===== config.mk =====
export PLATFORM = sky130hd
export DESIGN_NAME = apb_req_arbiter
export DESIGN_NICKNAME = d
export VERILOG_FILES = /design/src/rtl/apb_req_arbiter.sv
export SDC_FILE = /design/constraint.sdc
export NUM_CORES = 1
export LEC_CHECK = 0
export ABC_AREA = 1
export CAP_MARGIN = 20
export CORE_UTILIZATION = 35
export DETAILED_ROUTE_END_ITERATION = 8
export GPL_TIMING_DRIVEN = 0
export PLACE_DENSITY = 0.67
export REMOVE_ABC_BUFFERS = 1
export SETUP_SLACK_MARGIN = 0.4
export SYNTH_ARGS = -nofsm -noshare
export SYNTH_HDL_FRONTEND = slang
export SYNTH_SLANG_ARGS = --single-unit

===== constraint.sdc =====
create_clock -name PCLK -period 1.7 [get_ports PCLK]
set_input_delay 0.34 -clock PCLK [delete_from_list [all_inputs] [get_ports PCLK]]
set_output_delay 0.34 -clock PCLK [all_outputs]
set_load 0.05 [all_outputs]

===== src/rtl/apb_req_arbiter.sv =====
// apb_req_arbiter
//
// Two-requester round-robin arbiter in front of the APB_Master internal
// interface. Each requester's one-cycle transfer trigger is latched together
// with its address, write data and direction, then the latched requests are
// issued to the shared master one transaction at a time. Completion goes back
// to the owning requester as a registered one-cycle ready pulse plus read data.
//
// Ports:
//   PCLK, PRESET             clock, asynchronous active-low reset
//   transferN                one-cycle trigger from requester N (N = 0, 1)
//   addrN / wdataN / writeN  request fields, valid with transferN
//   readyN                   one-cycle completion pulse to requester N
//   rdataN                   read data for requester N, held until its next completion
//   busyN                    requester N has a pending or in-flight transaction
//   transfer                 one-cycle trigger to APB_Master
//   addr / wdata / write     request fields to APB_Master, stable until completion
//   ready / rdata            completion and read data from APB_Master

module apb_req_arbiter #(
    parameter int unsigned ADDR_W     = 32,
    parameter int unsigned DATA_W     = 32,
    parameter int unsigned RESET_PRIO = 0
) (
    input  logic              PCLK,
    input  logic              PRESET,

    input  logic              transfer0,
    input  logic [ADDR_W-1:0] addr0,
    input  logic [DATA_W-1:0] wdata0,
    input  logic              write0,
    output logic              ready0,
    output logic [DATA_W-1:0] rdata0,
    output logic              busy0,

    input  logic              transfer1,
    input  logic [ADDR_W-1:0] addr1,
    input  logic [DATA_W-1:0] wdata1,
    input  logic              write1,
    output logic              ready1,
    output logic [DATA_W-1:0] rdata1,
    output logic              busy1,

    output logic              transfer,
    output logic [ADDR_W-1:0] addr,
    output logic [DATA_W-1:0] wdata,
    output logic              write,
    input  logic              ready,
    input  logic [DATA_W-1:0] rdata
);

    localparam logic RrInit = RESET_PRIO[0];

    typedef enum logic [1:0] {
        StIdle  = 2'd0,
        StIssue = 2'd1,
        StWait  = 2'd2
    } state_e;

    state_e state_q, state_d;

    logic grant_q, grant_d;
    logic rr_q;
    logic complete;

    logic pend0_q, pend1_q;

    // Hold registers, indexed by requester number.
    logic [1:0][ADDR_W-1:0] hold_addr_q;
    logic [1:0][DATA_W-1:0] hold_wdata_q;
    logic [1:0]             hold_write_q;

    logic              ready0_q, ready1_q;
    logic [DATA_W-1:0] rdata0_q, rdata1_q;

    //--------------------------------------------------------------------------
    // FSM next state and master-side outputs
    //--------------------------------------------------------------------------
    always_comb begin
        state_d  = state_q;
        grant_d  = grant_q;
        complete = 1'b0;
        transfer = 1'b0;
        addr     = '0;
        wdata    = '0;
        write    = 1'b0;

        unique case (state_q)
            StIdle: begin
                // ready from the master is ignored here: nothing is in flight.
                if (pend0_q || pend1_q) begin
                    state_d = StIssue;
                    if (pend0_q && pend1_q) begin
                        grant_d = rr_q;
                    end else begin
                        grant_d = pend1_q;
                    end
                end
            end

            StIssue: begin
                transfer = 1'b1;
                addr     = hold_addr_q[grant_q];
                wdata    = hold_wdata_q[grant_q];
                write    = hold_write_q[grant_q];
                // A master that answers in the issue cycle completes immediately.
                if (ready) begin
                    complete = 1'b1;
                    state_d  = StIdle;
                end else begin
                    state_d  = StWait;
                end
            end

            StWait: begin
                addr  = hold_addr_q[grant_q];
                wdata = hold_wdata_q[grant_q];
                write = hold_write_q[grant_q];
                if (ready) begin
                    complete = 1'b1;
                    state_d  = StIdle;
                end
            end

            default: begin
                state_d = StIdle;
            end
        endcase
    end

    //--------------------------------------------------------------------------
    // FSM state, grant and round-robin pointer
    //--------------------------------------------------------------------------
    always_ff @(posedge PCLK or negedge PRESET) begin
        if (!PRESET) begin
            state_q <= StIdle;
            grant_q <= RrInit;
            rr_q    <= RrInit;
        end else begin
            state_q <= state_d;
            grant_q <= grant_d;
            if (complete) begin
                rr_q <= ~grant_q;
            end
        end
    end

    //--------------------------------------------------------------------------
    // Request capture. A trigger is accepted only while the requester has
    // nothing pending, so a retrigger during its own completion cycle is lost.
    //--------------------------------------------------------------------------
    always_ff @(posedge PCLK or negedge PRESET) begin
        if (!PRESET) begin
            pend0_q         <= 1'b0;
            hold_addr_q[0]  <= '0;
            hold_wdata_q[0] <= '0;
            hold_write_q[0] <= 1'b0;
        end else if (complete && (grant_q == 1'b0)) begin
            pend0_q <= 1'b0;
        end else if (transfer0 && !pend0_q) begin
            pend0_q         <= 1'b1;
            hold_addr_q[0]  <= addr0;
            hold_wdata_q[0] <= wdata0;
            hold_write_q[0] <= write0;
        end
    end

    always_ff @(posedge PCLK or negedge PRESET) begin
        if (!PRESET) begin
            pend1_q         <= 1'b0;
            hold_addr_q[1]  <= '0;
            hold_wdata_q[1] <= '0;
            hold_write_q[1] <= 1'b0;
        end else if (complete && (grant_q == 1'b1)) begin
            pend1_q <= 1'b0;
        end else if (transfer1 && !pend1_q) begin
            pend1_q         <= 1'b1;
            hold_addr_q[1]  <= addr1;
            hold_wdata_q[1] <= wdata1;
            hold_write_q[1] <= write1;
        end
    end

    //--------------------------------------------------------------------------
    // Completion return. rdata is captured for writes as well; the requester
    // that was not granted keeps its previous rdata.
    //--------------------------------------------------------------------------
    always_ff @(posedge PCLK or negedge PRESET) begin
        if (!PRESET) begin
            ready0_q <= 1'b0;
            ready1_q <= 1'b0;
            rdata0_q <= '0;
            rdata1_q <= '0;
        end else begin
            ready0_q <= complete && (grant_q == 1'b0);
            ready1_q <= complete && (grant_q == 1'b1);
            if (complete && (grant_q == 1'b0)) begin
                rdata0_q <= rdata;
            end
            if (complete && (grant_q == 1'b1)) begin
                rdata1_q <= rdata;
            end
        end
    end

    assign ready0 = ready0_q;
    assign ready1 = ready1_q;
    assign rdata0 = rdata0_q;
    assign rdata1 = rdata1_q;
    assign busy0  = pend0_q;
    assign busy1  = pend1_q;

endmodule


# --- Word-level counts from Yosys, hierarchy flattened ---
# Index checks and enable logic that the tools add are counted.
op_classes:
  n_lt_le_gt_ge: 1
  eq_ne: 4
  muxes: 21
  bitwise_logic: 3
  reduce_logical: 16
ops:
  columns: ["operator", "count"]
  rows:
  - ["$mux 32", 6]
  - ["$mux 1", 11]
  - ["$reduce_and 2->1", 4]
  - ["$mux 2", 3]
  - ["$pmux 2 s3", 1]
  - ["$logic_and 1x1->1", 5]
  - ["$ne 2x2->1 const B", 2]
  - ["$reduce_bool 2->1", 2]
  - ["$not 1->1", 3]
  - ["$eq 2x1->1 const B", 1]
  - ["$eq 2x2->1 const B", 1]
  - ["$logic_not 1->1", 2]
  - ["$logic_not 2->1", 1]
  - ["$lt 1x2->1 const B", 1]
  - ["$reduce_or 2->1", 1]
  - ["$logic_or 1x1->1", 1]
word_totals:
  reg_bits: 202
  inputBits: 167

# --- Longest topological paths before layout ---
depth:
  word_depth: 6
  ltp_mapped: 8
  depth_no_buf: 6

# --- Worst setup path after synthesis ---
# Ideal clock, no wire load.
synth_path:
  path_type: "reg-to-output"
  startpoint: "reg state_q[0]"
  endpoint: "out addr[22]"
  arrival_ps: 1938
  required_time_ps: 1360
  path_slack_ps: -578
  stages_incl_launch_ff: 7
  path_buffers: 2
  cell_sequence: "dfrtp_1 > inv_1 > ha_1 > buf_4 > clkbuf_1 > o21ai_0 > nor2_1"
synth_via:
  elab_chain_len: 3
synth_lines:
  columns: ["item", "line", "source"]
  rows:
  - ["from (decl)", "60", "state_e state_q, state_d;"]
  - ["from (signal assigned)", "136", "state_q <= StIdle;"]
  - ["from (signal assigned)", "140", "state_q <= state_d;"]
  - ["$eq 2x2->1 or $eq 2x1->1 (tied branches)", "88", "unique case (state_q)"]
  - ["$reduce_or 2->1 (no line) *", null, null]
  - ["$mux 32 *", null, null]
  - ["to (decl)", "45", "output logic [ADDR_W-1:0] addr,"]
# Mark *: on every way between the ends. The rest lies on a longest branch, timed or not.

# --- Worst setup path in the final report ---
# Ends and elaborated chain as after synthesis.

==> metrics <==
CP max FO 5; CP arrival 2.09 ns; Post-Synth Simple-Gate Area 27.7%; Hold Vio Cnt, Final 89; Seq/Total Area, Yosys 57.1%; post-synthesis adder-cell area fraction 0.424%; synthesis-to-layout area growth 85.6%; DP HPWL 17600 um; cell count after synthesis about 1100; clock root buffer clkbuf_16; DRC 0; antenna violations before repair 1; Final min period 2.43 ns; vias per std cell 5.29; hold crit path type input port to async pin; wire length per cell 23.4 um; Clock Latency Late Sink 0.52 ns; leak pwr between 7 and 8 nW; RePlAce Congestion 0.777; DRT Pass-1 Iters 5; mux share of post-synthesis cell area 0%; PortBufs 300; Pwr Density roughly 2600 mW/mm^2; CORE AREA around 0.025 mm^2; Final Cycle Share 143%; Max Buffers Root-to-Sink 3; CTS tree done; relative max-transition margin 30.1%; main combinational cell family by area after synthesis simple AND/OR/NAND/NOR gates; Slew Viols, Final 0; Netlist cell types 17; Initial DRC Count 707; clk sink count 202; number of core rows 57; # placed instances 1620; Critical Path RT about 1.4 ns; Worst Setup End Kind output port; final wirelength 42100 um; startpoint class of the critical path flop; mean post-synth cell area between 8 and 9 um^2; Die X 161 um; first-pass GRT wire length 54400 um; critical path class flop to output port; post-synthesis xor/xnor area fraction 0%; worst hold slack -0.158 ns; Inserted Clock Buffers 23; Worst Tran Pin Value 1.05 ns; final setup fails 261; Final ANT Viol Nets 0; max frequency 0.411 GHz; I/O pins 301; vias in the first global route about 9100; Synth Area in Compound Gates 7.63%; VDD IR-drop max between 1500 and 2000 uV; full die area 0.0259 mm^2; Final Non-Filler Cells 1803; failing checks negative hold slack, negative setup slack; Ys Warns 0; max cap viols 0; total number of vias 9546; fraction of layout cells with a size suffix above 1 between 30% and 40%; status complete, but fails checks; number of H-tree levels 1; die height 161 um; net count reported at finish 1635; total gr overflow 0; clock skew 0.0159 ns; RSZ-0062 raised after global routing yes; largest net degree at the start of global routing approximately 110; dpl ws -2.03 ns; post-synthesis register bit count 202; mapped cell area slightly below 0.009 mm^2; Final Core Density approximately two thirds; clock-pin slew of the registers on the worst-case setup and hold paths roughly 0.06 ns; starting density of the core 36.1%; total global-route track usage 27.5%; post-route setup slack -0.734 ns
## critical path, cell delays in order, from the launching register on
cell,delay (ns)
dfrtp_1,0.38
inv_2,0.07
ha_4,0.29
buf_6,0.11
buf_12,0.13
clkbuf_16,0.15
o21ai_0,0.08
nor2_1,0.16
buf_6,0.18
## path summary, 6_finish.rpt
path,slack (ns),from,endpoint,depth (start not counted)
hold / removal,-0.16,PRESET,hold_addr_q[11],1
min in group PCLK,0.37,wdata1[22],hold_wdata_q[54],3
max in group asynchronous,0.84,PRESET,rdata1[31],2
setup / recovery,-0.73,state_q[0],addr[22],8
setup reg to reg,-0.56,state_q[0],hold_wdata_q[28],13
hold reg to reg,0.47,hold_wdata_q[36],hold_wdata_q[36],2
## per-layer routing
layer / vias up / track usage [%] / share of wire (%)
met4: 0 / 7.50 / 4.5
li1: 4269 / - / -
met2: 495 / 46.4 / 49
met5: - / 0 / 0
met3: 116 / 7.14 / 9.2
met1: 4666 / 34.9 / 38
## cell usage in the layout (no fill, tap or decap), types with 6 or more instances in the layout
cell type and count:
buf_8 11, nand3_2 14, nand2_2 132, o21ai_4 8
nand3_4 11, buf_4 30, clkdlybuf4s50_1 164, nor2_1 112
nand2_4 18, dfrtp_1 199, nand2_8 18, nand2_1 182
inv_1 38, nor2_2 21, o21ai_2 54, clkbuf_1 6
buf_16 16, o21ai_0 28, nand3_1 116, buf_12 38
clkbuf_16 44, o21ai_1 43, buf_6 150
## power breakdown
group	switching, W	internal [W]	total [W]
logic	0.0168	0.0117	0.0284
clock network	0.00203	0.00299	0.00503
registers	0.00184	0.00707	0.00890
total	0.0206	0.0217	0.0424
## final cells by class
type	instances	area (um^2)
timing repair buffer	431	5460
clock buffer	34	667
fill	1876	8100
sequential	202	5060
inverter	43	180
antenna	1	2.50
multi-input combinational	764	4590
clock inverter	4	73.8
tap	324	405
## flip-flops by register name, summed over array words and instances (netlist names), 2 cells and up
signal,cells
state_q,2
hold_write_q,2
hold_addr_q,64
hold_wdata_q,64
rdata1,32
rdata0,32
## cell families after synthesis
family	after synthesis
simple gates	603
flops	202
compound gates	135
buf+inv	120
fa+ha+maj	3
## per-stage QoR
| stage | total power (W) | hold WS, ns | area, um^2 | TNS, ns |
|---|---|---|---|---|
| 6_report | 0.0424 | -0.158 | 16400 | -125.07 |
| 4_1_cts | 0.0359 | -0.123 | 14100 | -123.64 |
| 3_3_place_gp | 0.0232 | 0.448 | 11800 | -3177.37 |
| 2_1_floorplan | 0.0196 | 0.0444 | 8380 | -581.69 |
| 3_5_place_dp | 0.0264 | 0.406 | 12100 | -414.99 |
| 5_1_grt | 0.0440 | -0.0888 | 16400 | -137.87 |
## Yosys cell counts
master / count / area share [%]
dfrtp_1: 202 / 57
nand3_4: 1 / 0.20
inv_1: 41 / 1.7
nand2_1: 334 / 14
o21ai_1: 16 / 0.90
nand3_2: 1 / 0.11
nand3_1: 132 / 7.5
buf_2: 30 / 1.7
o21ai_0: 117 / 6.6
buf_6: 15 / 1.9
nor2_1: 135 / 5.7
ha_1: 3 / 0.42
clkbuf_1: 20 / 0.85
buf_4: 10 / 0.85
a21oi_1: 2 / 0.11
inv_2: 2 / 0.085
buf_1: 2 / 0.085
## timing repair
action / 4_1_cts / 5_1_grt
gates cloned: 28 / 34
buffers inserted: 37 / 45
pin swaps: 11 / 69
hold endpoints to repair: 89 / 89
resized for setup: 534 / 822
setup endpoints to repair: 333 / 335
Power figures use the tool's default switching activity.
